==> config.mk <==
export PLATFORM = sky130hd
export DESIGN_NAME = speech_sequencer
export DESIGN_NICKNAME = d
export VERILOG_FILES = /design/src/rtl/speech_sequencer.sv
export SDC_FILE = /design/constraint.sdc
export NUM_CORES = 1
export LEC_CHECK = 0
export BUFFER_PORTS_ARGS = -buffer_cell sky130_fd_sc_hd__buf_4
export CAP_MARGIN = 5
export CORE_ASPECT_RATIO = 1.5
export CORE_MARGIN = 1.5
export CORE_UTILIZATION = 45
export DETAILED_ROUTE_END_ITERATION = 10
export PLACE_DENSITY = 0.76
export SLEW_MARGIN = 20
export SYNTH_ARGS = -nofsm -noshare
export SYNTH_HDL_FRONTEND = slang
export SYNTH_SLANG_ARGS = --single-unit
==> constraint.sdc <==
create_clock -name clk -period 1.35 [get_ports clk]
set_input_delay 0.0675 -clock clk [delete_from_list [all_inputs] [get_ports clk]]
set_output_delay 0.0675 -clock clk [all_outputs]
set_load 0.005 [all_outputs]
==> src/rtl/speech_sequencer.sv <==
// Utterance sequencer: latches mood/action/stage on start and streams speech-ROM
// addresses over valid/ready, with an optional gap between words and LFSR babble at stage 0.
//
// state | meaning
// IDLE  | waiting for start, outputs quiet
// PLAN  | one cycle to size the utterance from the latched stage
// EMIT  | presenting a word address, waiting for addr_ready
// GAP   | addr_valid low for GAP_CYCLES cycles between words
module speech_sequencer #(
  parameter int ADDR_WIDTH   = 13,
  parameter int STATE_WIDTH  = 8,
  parameter int ACTION_WIDTH = 8,
  parameter int STAGE_BITS   = 2,
  parameter int MOOD_BITS    = 2,
  parameter int MAX_WORDS    = 4,
  parameter int GAP_CYCLES   = 2,
  parameter int BABBLE_BASE  = 4096,
  parameter int BABBLE_BITS  = 4
) (
  input  logic                    clk,
  input  logic                    nrst,
  input  logic [STATE_WIDTH-1:0]  emotional_state,
  input  logic [ACTION_WIDTH-1:0] action,
  input  logic [STAGE_BITS-1:0]   development_stage,
  input  logic                    start,
  input  logic                    addr_ready,
  output logic [ADDR_WIDTH-1:0]   address,
  output logic                    addr_valid,
  output logic                    last,
  output logic                    busy
);

  localparam int IDX_BITS = $clog2(MAX_WORDS);
  localparam int CNT_BITS = IDX_BITS + 1;
  localparam int PLAN_W   = MOOD_BITS + ACTION_WIDTH + IDX_BITS;
  localparam int GAP_BITS = (GAP_CYCLES > 1) ? $clog2(GAP_CYCLES) : 1;

  typedef enum logic [1:0] {IDLE, PLAN, EMIT, GAP} state_t;

  state_t                  state, state_nxt;
  logic [MOOD_BITS-1:0]    mood_q;
  logic [ACTION_WIDTH-1:0] action_q;
  logic [STAGE_BITS-1:0]   stage_q;
  logic [CNT_BITS-1:0]     word_count;
  logic [IDX_BITS-1:0]     word_idx;
  logic [GAP_BITS-1:0]     gap_cnt;
  logic [7:0]              lfsr;

  logic                    handshake;
  logic                    is_last;
  logic                    babble;
  logic [CNT_BITS-1:0]     plan_count;
  logic [PLAN_W-1:0]       plan_addr;
  logic [ADDR_WIDTH-1:0]   babble_addr;
  logic                    unused_es;

  assign unused_es   = ^emotional_state[STATE_WIDTH-MOOD_BITS-1:0];
  assign babble      = (stage_q == '0);
  assign handshake   = (state == EMIT) && addr_ready;
  assign is_last     = ({1'b0, word_idx} == word_count - CNT_BITS'(1));
  assign plan_addr   = {mood_q, action_q, word_idx};
  assign babble_addr = ADDR_WIDTH'(BABBLE_BASE) + ADDR_WIDTH'(lfsr[BABBLE_BITS-1:0]);

  // Babble utterances are always two words; planned ones grow with maturity.
  always_comb begin
    plan_count = CNT_BITS'(MAX_WORDS);
    if (stage_q == '0) begin
      plan_count = CNT_BITS'(2);
    end else if (32'(stage_q) + 32'd1 < 32'(MAX_WORDS)) begin
      plan_count = CNT_BITS'(32'(stage_q) + 32'd1);
    end
  end

  always_ff @(posedge clk) begin
    if (!nrst) begin
      state <= IDLE;
    end else begin
      state <= state_nxt;
    end
  end

  always_comb begin
    state_nxt = state;
    case (state)
      IDLE: if (start) state_nxt = PLAN;
      PLAN: state_nxt = EMIT;
      EMIT: begin
        if (handshake) begin
          if (is_last) begin
            state_nxt = IDLE;
          end else if (GAP_CYCLES > 0) begin
            state_nxt = GAP;
          end
        end
      end
      GAP: if (gap_cnt == '0) state_nxt = EMIT;
      default: state_nxt = IDLE;
    endcase
  end

  always_ff @(posedge clk) begin
    if (!nrst) begin
      mood_q     <= '0;
      action_q   <= '0;
      stage_q    <= '0;
      word_count <= '0;
      word_idx   <= '0;
      gap_cnt    <= '0;
      lfsr       <= 8'hA5;
    end else begin
      if (state == IDLE && start) begin
        mood_q   <= emotional_state[STATE_WIDTH-1 -: MOOD_BITS];
        action_q <= action;
        stage_q  <= development_stage;
      end
      if (state == PLAN) begin
        word_count <= plan_count;
        word_idx   <= '0;
      end
      if (handshake && !is_last) begin
        word_idx <= word_idx + IDX_BITS'(1);
        if (GAP_CYCLES > 0) begin
          gap_cnt <= GAP_BITS'(GAP_CYCLES - 1);
        end
      end
      if (state == GAP && gap_cnt != '0) begin
        gap_cnt <= gap_cnt - GAP_BITS'(1);
      end
      // The babble source only moves when a babble word is consumed, so it carries over utterances.
      if (handshake && babble) begin
        lfsr <= {lfsr[6:0], lfsr[7] ^ lfsr[5] ^ lfsr[4] ^ lfsr[3]};
      end
    end
  end

  always_comb begin
    address    = '0;
    addr_valid = 1'b0;
    last       = 1'b0;
    busy       = (state != IDLE);
    if (state == EMIT) begin
      addr_valid = 1'b1;
      last       = is_last;
      address    = babble ? babble_addr : ADDR_WIDTH'(plan_addr);
    end
  end

endmodule
==> reports/metrics.csv <==
stage;metric;value;unit
floorplan;cell row count;24;
synthesis;Yosys reg bits;28;
worst_setup_path;Critical Path AT;1.45;ns
routing;1st-pass router iterations;4;
global_route;met1 global-route usage;0.2356;
layout;layout cells sized above 1;0.4203;
sta;unrepaired setup endpoints after global routing;yes;
sta;relative slew slack;0.7414;
synthesis;Seq/Total Area, Yosys;0.4195;
sta;endpoints failing hold;0;
global_route;Tot GR Track Use;0.2280;
cts;clock-pin slew on the worst setup and hold paths;0.10;ns
place;Placed Area;1734;um2
layout;commonest non-fill, non-tap cell in the layout;buf_4;
pwr;Worst VDD drop;0.6754;mV
min_path;Hold/Removal Path Class;input port to register;
place;routability cong.;0.7553;
layout;Finished Core Util;0.6882;
cts;CTS Hold Bufs;0;
global_route;initial antenna violation count;0;
worst_setup_path;CP cell instances;inv_2 -> ha_4 -> xor2_4 -> nand3_2 -> nor2_2 -> buf_4;
place;Port Buf Inserts;31;
floorplan;Initial Util;0.4684;
worst_setup_path;Setup CP Type;register to primary output;
routing;vias per std cell;5.317;
cts;Root Driver;clkbuf_8;
worst_setup_path;Worst setup EP type;primary output;
floorplan;Die Y;69.74;um
synthesis;Post-Syn Instances;164;
routing;Antenna Nets Post-Route;0;
synthesis;Syn Nets;187;
worst_setup_path;slowest cell delay on critical path;0.34;ns
sta;final-report setup violation count;10;
layout;combined area of the multi-input logic cells;862.1;um2
routing;DR DRC count;0;
status;failing checks;setup timing;
routing;drt first-iter violations;43;
floorplan;num ports;38;
synthesis;Synth cell types;31;
synthesis;Syn. warnings;0;
pwr;Tot Pwr;1.878;mW
floorplan;core area;2853;um2
layout;commonest cells after routing, fill and taps aside;buf_4 (39), nand2_1 (33), dfxtp_1 (22);
layout;Ant. Diodes;0;
sta;max-slew violations;0;
global_route;first-pass GRT wire length;5.561;mm
sta;Final Critical Period;1.522;ns
global_route;GRT overflow;0;
worst_setup_path;Worst Setup Start Kind;register;
global_route;pin count of the biggest net entering global routing;31;
sta;final worst path period share;1.128;
cts;clock sinks;28;
sta;fmax;656.9;MHz
sta;worst slew pin tran;0.3879;ns
floorplan;Die W;47.50;um
routing;DR WL/cell;14.38;um
worst_setup_path;worst-path maximum fanout;2;
pwr;Pwr Density;956.4;nW/um2
sta;setup tns final;-0.7963;ns
cts;CTS HTree Levels;1;
layout;FF+latch area;573.1;um2
pwr;Leak;0.8113;nW
layout;Fillers;221;
cts;CTS buffer count;3;
sta;clock skew;0.007162;ns
synthesis;synthesized cell area;1336;um2
layout;design area;1963;um2
sta;worst setup margin;-0.1722;ns
routing;Vias;1308;
cts;Clock Latency Late Sink;0.28;ns
worst_setup_path;worst path bufs/invs;2;
worst_setup_path;Critical Path RT;1.28;ns
global_route;GR Util met2;0.4174;
global_route;vias in the first global route;1288;
global_route;GR Util met3;0.02604;
worst_setup_path;critical path's top delay family;flip-flops;
floorplan;full die area;3312;um2
layout;Layout area overhead;46.91;%
global_route;most used routing layer;met2;
synthesis;Mapped Avg Cell Area;8.148;um2
job;max-cap violation count;0;
layout;fin nets;231;
worst_setup_path;Slowest-stage cell, CP;dfxtp_2;
status;status;finished, violations left;
place;HPWL Detailed;2.415;mm
routing;Post-Route WL;3.538;mm
cts;TritonCTS clock tree;yes;
cts;clk buf depth;2;
==> cell type report <==
type | count | share of cell area
Clock buffer | 4 | 0.02804
Sequential cell | 28 | 0.2919
Tap cell | 39 | 0.02486
Multi-Input combinational cell | 121 | 0.4391
Inverter | 5 | 0.009560
Timing Repair Buffer | 49 | 0.2065
==> metal layers <==
layer | routed length (um) | vias up
met4 | 62 | 0
met3 | 105 | 6
met1 | 1367 | 640
met5 | 0 | -
met2 | 2003 | 29
li1 | - | 633
==> metrics by stage <==
stage	setup slack (ns)	hold slack, ns	std cells
after floorplan	-0.002623	0.2023	164
after CTS	-0.1718	0.01815	246
after global placement	-0.01036	0.3139	238
final	-0.1722	0.01606	246
after detailed placement	-0.05518	0.3222	238
after global routing	-0.2326	0.01611	246
==> flip-flops by register name, summed over array words and instances, names as in the netlist <==
name,cells
word_idx,2
word_count,3
state,2
action_q,8
stage_q,2
gap_cnt,1
lfsr,8
mood_q,2
==> where the power goes <==
part | internal, mW | switching [mW] | leakage, nW
clock | 0.262 | 0.272 | 0.0288
sequential | 0.876 | 0.0416 | 0.232
combinational | 0.217 | 0.209 | 0.551
==> cell usage after synthesis <==
master / instances / area (um2)
or2_1: 1 / 6.260
inv_1: 5 / 18.77
nand3_1: 14 / 70.07
o31a_1: 1 / 8.760
xor2_1: 2 / 17.52
or3b_1: 1 / 8.760
a21boi_1: 18 / 135.1
o311a_1: 1 / 10.01
buf_6: 1 / 11.26
or2_2: 1 / 6.260
a31oi_1: 1 / 6.260
a21oi_1: 4 / 20.02
nand2_1: 36 / 135.1
a311oi_2: 1 / 15.01
nand3b_1: 2 / 15.01
buf_2: 3 / 15.01
o21ai_1: 8 / 40.04
dfxtp_1: 28 / 560.5
and3b_1: 1 / 8.760
and3_1: 2 / 12.51
nor2_1: 4 / 15.01
nor3b_2: 1 / 12.51
o311ai_1: 1 / 8.760
nand2b_1: 3 / 18.77
clkbuf_1: 6 / 22.52
mux2i_1: 2 / 20.02
and2_1: 8 / 50.05
o21a_1: 1 / 7.510
xnor2_1: 4 / 35.03
ha_1: 1 / 12.51
nor2b_1: 2 / 12.51
==> logic make-up (layout without fill, tap and decap cells) <==
kind of cell | count (synthesis) | count (layout) | share of synthesized area
flops | 28 | 28 | 0.4195
simple gates | 76 | 76 | 0.2781
fa+ha+maj | 1 | 1 | 0.009362
compound gates | 36 | 36 | 0.1882
xor+xnor | 6 | 6 | 0.03933
buf+inv | 15 | 58 | 0.05056
mux | 2 | 2 | 0.01498
==> tightest hold or removal path, stage by stage <==
cell and delay, ns:
buf_4 0.11, nand2_1 0.04, a21boi_1 0.04
==> repair_timing <==
action	in CTS	in global routing
gates resized for setup	19	22
pin swaps	8	12
setup buffers	6	0
endpoints found under the setup margin	17	19
cloned	0	0
==> worst paths after layout <==
check	endpoint	cells after the start	slack [ns]	from
max	last	6	-0.17	word_count[0]
min	mood_q[0]	3	0.02	emotional_state[6]
max reg2reg	word_idx[0]	7	-0.16	word_count[0]
min reg2reg	action_q[5]	2	0.46	action_q[5]
Note: power is estimated with default switching activity, not from simulation.
